## src/rtl/mod_counter_pkg.sv

```systemverilog
// Shared constants and step encoding for the modulo counter family.
// Clock-style moduli live here so every stage agrees on them.
package mod_counter_pkg;

   localparam int SEC_MOD  = 60;
   localparam int MIN_MOD  = 60;
   localparam int HR24_MOD = 24;
   localparam int BCD_W    = 4;

   typedef enum logic [2:0] {
      ST_HOLD,
      ST_CLEAR,
      ST_LOAD,
      ST_UP,
      ST_DOWN
   } step_e;

endpackage

```

## src/rtl/mod_counter_bin2bcd.sv

```systemverilog
// Combinational 0..99 binary to two BCD digits.
// Shared by the counter and any display logic.
module bin2bcd
   import mod_counter_pkg::*;
(
   input  logic [6:0]       bin_i,
   output logic [BCD_W-1:0] tens_o,
   output logic [BCD_W-1:0] ones_o
);

   logic [6:0] rem;
   logic       unused_hi;

   // Compare chain keeps this free of a real divider.
   always_comb begin
      tens_o = '0;
      for (int k = 1; k < 10; k++) begin
         if (bin_i >= 7'(k * 10)) tens_o = BCD_W'(k);
      end
   end

   assign rem       = bin_i - ({3'b0, tens_o} << 3) - ({3'b0, tens_o} << 1);
   assign ones_o    = rem[BCD_W-1:0];
   assign unused_hi = ^rem[6:BCD_W];

endmodule

```

## src/rtl/mod_counter.sv

```systemverilog
// Modulo up/down counter with clear, clamped load, cascade wrap
// and BCD digit outputs.
module mod_counter
   import mod_counter_pkg::*;
#(
   parameter int MODULUS = SEC_MOD,
   parameter int WIDTH   = 6
) (
   input  logic             clk,
   input  logic             reset,
   input  logic             en,
   input  logic             up,
   input  logic             clear,
   input  logic             load,
   input  logic [WIDTH-1:0] load_val,
   output logic [WIDTH-1:0] count,
   output logic             wrap,
   output logic [BCD_W-1:0] tens,
   output logic [BCD_W-1:0] ones
);

   if (MODULUS < 2 || MODULUS > 100) begin : g_bad_mod
      $error("mod_counter: MODULUS out of range 2..100");
   end
   if ((2 ** WIDTH) < MODULUS) begin : g_bad_width
      $error("mod_counter: WIDTH too small for MODULUS");
   end

   localparam logic [WIDTH-1:0] MAX_C = WIDTH'(MODULUS - 1);
   localparam logic [WIDTH:0]   MOD_X = (WIDTH + 1)'(MODULUS);

   logic [WIDTH-1:0] count_q, count_d;
   logic             wrap_c;
   logic             at_max, at_zero;
   step_e            op;

   assign at_max  = (count_q == MAX_C);
   assign at_zero = (count_q == '0);

   always_comb begin
      op = ST_HOLD;
      if (clear)     op = ST_CLEAR;
      else if (load) op = ST_LOAD;
      else if (en)   op = up ? ST_UP : ST_DOWN;
   end

   // Wrap is decided by compare so MODULUS == 2**WIDTH still works.
   always_comb begin
      count_d = count_q;
      wrap_c  = 1'b0;
      unique case (op)
         ST_CLEAR: count_d = '0;
         ST_LOAD:  count_d = ({1'b0, load_val} >= MOD_X) ? MAX_C : load_val;
         ST_UP: begin
            wrap_c  = at_max;
            count_d = at_max ? '0 : count_q + WIDTH'(1);
         end
         ST_DOWN: begin
            wrap_c  = at_zero;
            count_d = at_zero ? MAX_C : count_q - WIDTH'(1);
         end
         default: count_d = count_q;
      endcase
   end

   always_ff @(posedge clk) begin
      if (!reset) count_q <= '0;
      else        count_q <= count_d;
   end

   assign count = count_q;
   assign wrap  = wrap_c & reset;

   logic [WIDTH+6:0] cnt_ext;
   logic [6:0]       bin;
   logic             unused_ext;

   assign cnt_ext    = {7'd0, count_q};
   assign bin        = cnt_ext[6:0];
   assign unused_ext = ^cnt_ext[WIDTH+6:7];

   bin2bcd u_bcd (
      .bin_i  (bin),
      .tens_o (tens),
      .ones_o (ones)
   );

endmodule

```

## config.mk

```make
export PLATFORM = sky130hd
export DESIGN_NAME = mod_counter
export DESIGN_NICKNAME = d
export VERILOG_FILES = /design/src/rtl/mod_counter_pkg.sv /design/src/rtl/mod_counter_bin2bcd.sv /design/src/rtl/mod_counter.sv
export SDC_FILE = /design/constraint.sdc
export NUM_CORES = 1
export LEC_CHECK = 0
export CORE_UTILIZATION = 45
export DETAILED_ROUTE_END_ITERATION = 10
export PLACE_DENSITY = 0.85
export RECOVER_POWER = 50
export SLEW_MARGIN = 40
export SYNTH_ARGS = -nofsm -noshare
export SYNTH_HDL_FRONTEND = slang
export SYNTH_SLANG_ARGS = --single-unit
```

## constraint.sdc

```tcl
create_clock -name clk -period 2.04 [get_ports clk]
set_input_delay 0.408 -clock clk [delete_from_list [all_inputs] [get_ports clk]]
set_output_delay 0.408 -clock clk [all_outputs]
set_load 0.02 [all_outputs]
```

# Word-level counts from Yosys, hierarchy flattened
# Index checks and enable logic that the tools add are counted.
# Widths: inputs -> output; s select.
word_totals:
  regBits: 6
  inputBits: 12
op_classes:
  add_sub_neg: 4
  n_bitwise: 1
  order_cmp: 10
  reduce_logical: 2
  n_eq_ne: 5
  mux: 18
op_table:
  columns: ["cell", "count"]
  rows:
  - ["$mux 4", 8]
  - ["$ge 6x6->1 const B", 4]
  - ["$pmux 6 s4", 1]
  - ["$ge 6x7->1 const B", 3]
  - ["$mux 6", 3]
  - ["$ge 6x5->1 const B", 2]
  - ["$mux 3", 4]
  - ["$sub 4x4->4", 2]
  - ["$add 6x1->6 const B", 1]
  - ["$eq 3x2->1 const B", 2]
  - ["$eq 6x6->1 const B", 1]
  - ["$ge 6x4->1 const B", 1]
  - ["$logic_not 6->1", 1]
  - ["$sub 6x1->6 const B", 1]
  - ["$reduce_bool 4->1", 1]
  - ["$eq 3x1->1 const B", 1]
  - ["$eq 3x3->1 const B", 1]
  - ["$pmux 1 s2", 1]
  - ["$and 1x1->1", 1]
  - ["$mux 1", 1]

# Logic depth before layout (Yosys ltp)
depth:
  ltp_word: 12
  mapped_depth: 9
  depth_no_buf: 8

# Hierarchy
# Synthesis repeated with hierarchy kept, for this count alone.
hier_totals:
  cells_unflattened: 125
  hier_area_um2: 1004.7
modules_own_cells:
  columns: ["module", "n_inst", "area_each_um2", "seq_area_each_um2", "cells_per_inst"]
  rows:
  - ["mod_counter", 1, 626.9, 120.1, 80]
  - ["bin2bcd", 1, 377.9, 0.0, 45]

# Worst setup path after synthesis
# No wires, ideal clock.
synth_timing:
  kind: "register -> output"
  startpoint: "reg count_q[5] (netlist: count[5])"
  endpoint: "out ones[3]"
  stages_incl_launch_ff: 7
  required_time_ns: 1.632
  t_arrival_ns: 2.269
  slack_ns: -0.637
  path_cell_list: "dfxtp_1 -> inv_1 -> o31ai_1 -> ha_1 -> xnor2_1 -> xnor2_1 -> xor2_1"
synth_rtl:
  columns: ["element", "line_no", "source"]
  rows:
  - ["start, declared", "mod_counter.sv:32", "logic [WIDTH-1:0] count_q, count_d;"]
  - ["start signal, assigned", "mod_counter.sv:68", "else count_q <= count_d;"]
  - ["$ge 6x5->1", "mod_counter_bin2bcd.sv:18", "if (bin_i >= 7'(k * 10)) tens_o = BCD_W'(k);"]
  - ["$mux 4 (7 in a row)", "mod_counter_bin2bcd.sv:18", null]
  - ["$mux 4 *", "mod_counter_bin2bcd.sv:18", null]
  - ["named net tens[1]", "mod_counter.sv:18", "output logic [BCD_W-1:0] tens,"]
  - ["$sub 4x4->4 *", "mod_counter_bin2bcd.sv:22", "assign rem = bin_i - ({3'b0, tens_o} << 3) - ({3'b0, tens_o} << 1);"]
  - ["end, declared", "mod_counter.sv:19", "output logic [BCD_W-1:0] ones"]
# The timed path passes the listed nets; every way through them passes the cells marked *.

# Worst setup path in the final report
layout_timing:
  startpoint: "reg count_q[2] (netlist: count[2])"
  endpoint: "out ones[3]"
layout_via:
  elab_chain_cells: 12
layout_rtl:
  columns: ["element", "line_no"]
  rows:
  - ["$ge 6x4->1", "mod_counter_bin2bcd.sv:18"]
  - ["$mux 1", "mod_counter_bin2bcd.sv:18"]
  - ["$mux 4 (8 in a row)", "mod_counter_bin2bcd.sv:18"]
  - ["$sub 4x4->4", "mod_counter_bin2bcd.sv:22"]
  - ["$sub 4x4->4 *", "mod_counter_bin2bcd.sv:22"]
# Every way passes the cells marked *; elsewhere a longest branch is shown, timed or not.

==> flow_metrics.tcl <==
set metrics [dict create \
    run_status "complete, but fails checks" \
    violations "negative setup slack" \
    share_of_final_layout_standard_cells_stronger_than_drive_strength_1_pct 50.0 \
    final_hold_violations 0 \
    syn_area_sq_um 831 \
    max_slew.worst_pin.slew_ps 541 \
    leakagePower_nw 0.700 \
    grt_max_degree 12 \
    critPathRequiredTime_ps 1630 \
    worst_setup_hold_path_clk_slew_ps 50 \
    minimum_hold_slack_ps 843 \
    place.gp.congestion 1.00 \
    start_util_pct 48.1 \
    global_route_wire_length_before_repair_um 5580 \
    timing.final.crit_period_ps 2280 \
    die_height_um 45.0 \
    setup_total_negative_slack_ps -820 \
    data_arrival_time_of_the_worst_path_ps 1870 \
    detail_route.first_pass.iterations 5 \
    post_drt_via_cell_ratio 6.63 \
    critical_path.startpoint_type "flop" \
    drt-wirelength-per-cell_um 21.8 \
    flip_flop_count_of_the_largest_register_all_copies_and_words_added 6 \
    power_per_cell_area_nw_per_um2 400 \
    crit_path_max_fo 4 \
    grt_overflow_total 0 \
    achievable-frequency_ghz 0.439 \
    syn-instance-count 114 \
    timing.slew.headroom_pct 64.0 \
    grt_antenna_before_repair 0 \
    timing.final.ws_setup_ps -236 \
    cts_made_buffers 3 \
    cts-root-buf "sky130_fd_sc_hd__clkbuf_4" \
    antenna_cells 0 \
    finalSetupViolations 6 \
    synth.yosys.seq_area_share_pct 14.5 \
    clock_sinks 6 \
    die_area_sq_um 2020 \
    htreeDepth 1 \
    netlist-cell-type-count 42 \
    n_fill_cell 54 \
    count_of_port_buffers_added_during_placement 25 \
    floorplan.core_area_sq_um 1730 \
    worstSetupStartpoint "count[2]$_SDFFE_PN0P_" \
    num_vias 1372 \
    timing.rr.start "count[1]$_SDFFE_PN0P_" \
    fp-row-count 15 \
    synth_fp_nets 132 \
    top_level_ports 27 \
    crit_type "flop to primary output" \
    mostFrequentLayoutCells "sky130_fd_sc_hd__buf_4, sky130_fd_sc_hd__clkdlybuf4s50_1, sky130_fd_sc_hd__nor2_1, sky130_fd_sc_hd__a21oi_1" \
    mostFrequentLayoutCell "sky130_fd_sc_hd__buf_4" \
    ctsLongestPathBuffers 2 \
    min_path_type "flop to flop" \
    postSynthRegisterBits 6 \
    cts-hold-fix-buffers 0 \
    tritoncts "yes" \
    drv_slew 0 \
    rsz_0062_raised_after_global_routing "true" \
    final_nets 202 \
    wl_um 4510 \
    synthToLayoutAreaGrowth_pct 96.1 \
    syn_area_cell_sq_um 7.29 \
    dp.final_hpwl_um 2310 \
    min_from "count[0]$_SDFFE_PN0P_" \
    detailed_route_iter0_violations 118 \
    drt.antenna.violating_nets 0 \
    drc 0 \
    timing.critical_path.to_type "primary output" \
    maxCapViolCount 0 \
    clock-skew-final_ps 5.12 \
    die_w_um 45.0 \
    yosysWarnings 0 \
    final_min_period_over_clock_period_pct 112 \
    clkLatencyLatePin_ps 250 \
    grt_pass1_vias 1216 \
    vdd_ir_drop_max_v 0.000530 \
    grt.total_usage_pct 38.0 \
]
==> critical path, cell delays in order, from the launching register on <==
cell,delay [ps]
sky130_fd_sc_hd__dfxtp_4,370
sky130_fd_sc_hd__buf_6,130
sky130_fd_sc_hd__nor2b_4,120
sky130_fd_sc_hd__a21oi_2,140
sky130_fd_sc_hd__o211ai_1,180
sky130_fd_sc_hd__buf_4,180
sky130_fd_sc_hd__a22oi_2,200
sky130_fd_sc_hd__xor2_2,170
sky130_fd_sc_hd__buf_6,130
==> final cells by class <==
class,count,area [sq um],share of cell area [%]
clock buffer,3,22.5,1.38
inverter,9,41.3,2.53
multi-input combinational,95,822,50.5
sequential,6,138,8.45
tap,25,31.3,1.92
timing repair buffer,69,574,35.3
==> power by group <==
part	leakage [nW]	switching [W]	total [W]	internal (W)
sequential	0.0528	0.0000134	0.000136	0.000122
clock	0.0138	0.0000521	0.000119	0.0000672
combinational	0.633	0.000210	0.000397	0.000187
==> stage by stage <==
stage	cells	utilization [%]	power, W	cell area (sq um)	setup slack (ps)
detailed placement	196	81.7	0.000456	1410	-460
finish	207	94.3	0.000652	1630	-236
global placement	196	81.7	0.000445	1410	-381
CTS	205	90.4	0.000594	1560	-144
global route	207	94.3	0.000675	1630	-415
floorplan	114	-	0.000302	893	-94.1
==> cells in the mapped netlist, drive strengths merged <==
cell type  count  area (sq um)
dfxtp          6           120
mux2           2          22.5
nor2b          2          15.0
o21ai          7          35.0
a21oi         11          55.1
nor4           1          21.3
a22oi          1          12.5
clkbuf         1          3.75
a31oi          2          12.5
o211ai         1          7.51
buf            3          26.3
conb           1          3.75
o22ai          3          25.0
inv            9          36.3
o31ai          1          7.51
nor2          13          51.3
xnor2          6          52.6
and3           1          6.26
nor3           5          25.0
nor3b          2          20.0
o311ai         1          16.3
nand3          7          40.0
a311oi         1          8.76
nand2          9          33.8
xor2           2          17.5
nand2b         1          8.76
o31a           1          8.76
o21a           5          37.5
a211o          1          8.76
mux2i          1          10.0
ha             6          75.1
nand4          1          6.26
==> routing by layer <==
metal / up-vias / track usage (%) / routed length, um
met4: 0 / 17.0 / 422
li1: 541 / - / -
met2: 151 / 69.0 / 2050
met5: - / 0 / 0
met3: 66 / 8.00 / 595
met1: 614 / 41.9 / 1440
==> what timing repair did <==
item,4_1_cts,5_1_grt
setup buffers,6,2
endpoints found under the setup margin,8,6
gates resized for setup,50,15
pin swaps,11,3
==> logic make-up after synthesis <==
kind of cell,synth area share (%)
and+or+nand+nor,27.4
AOI/OAI and AO/OA,28.3
buffers and inverters,7.98
xor gates and xnor gates,8.43
adders and majority gates,9.04
DFF,14.5
muxes,3.92
other,0.451
==> worst paths after layout <==
| kind | cells past startpoint | end | slack (ps) |
|---|---|---|---|
| setup / recovery | 8 | ones[3] | -240 |
| hold / removal | 4 | count[0]$_SDFFE_PN0P_ | 840 |
| setup reg to reg | 8 | count[2]$_SDFFE_PN0P_ | 30 |
| hold reg to reg | 4 | count[0]$_SDFFE_PN0P_ | 840 |
(Power assumes the default switching activity.)
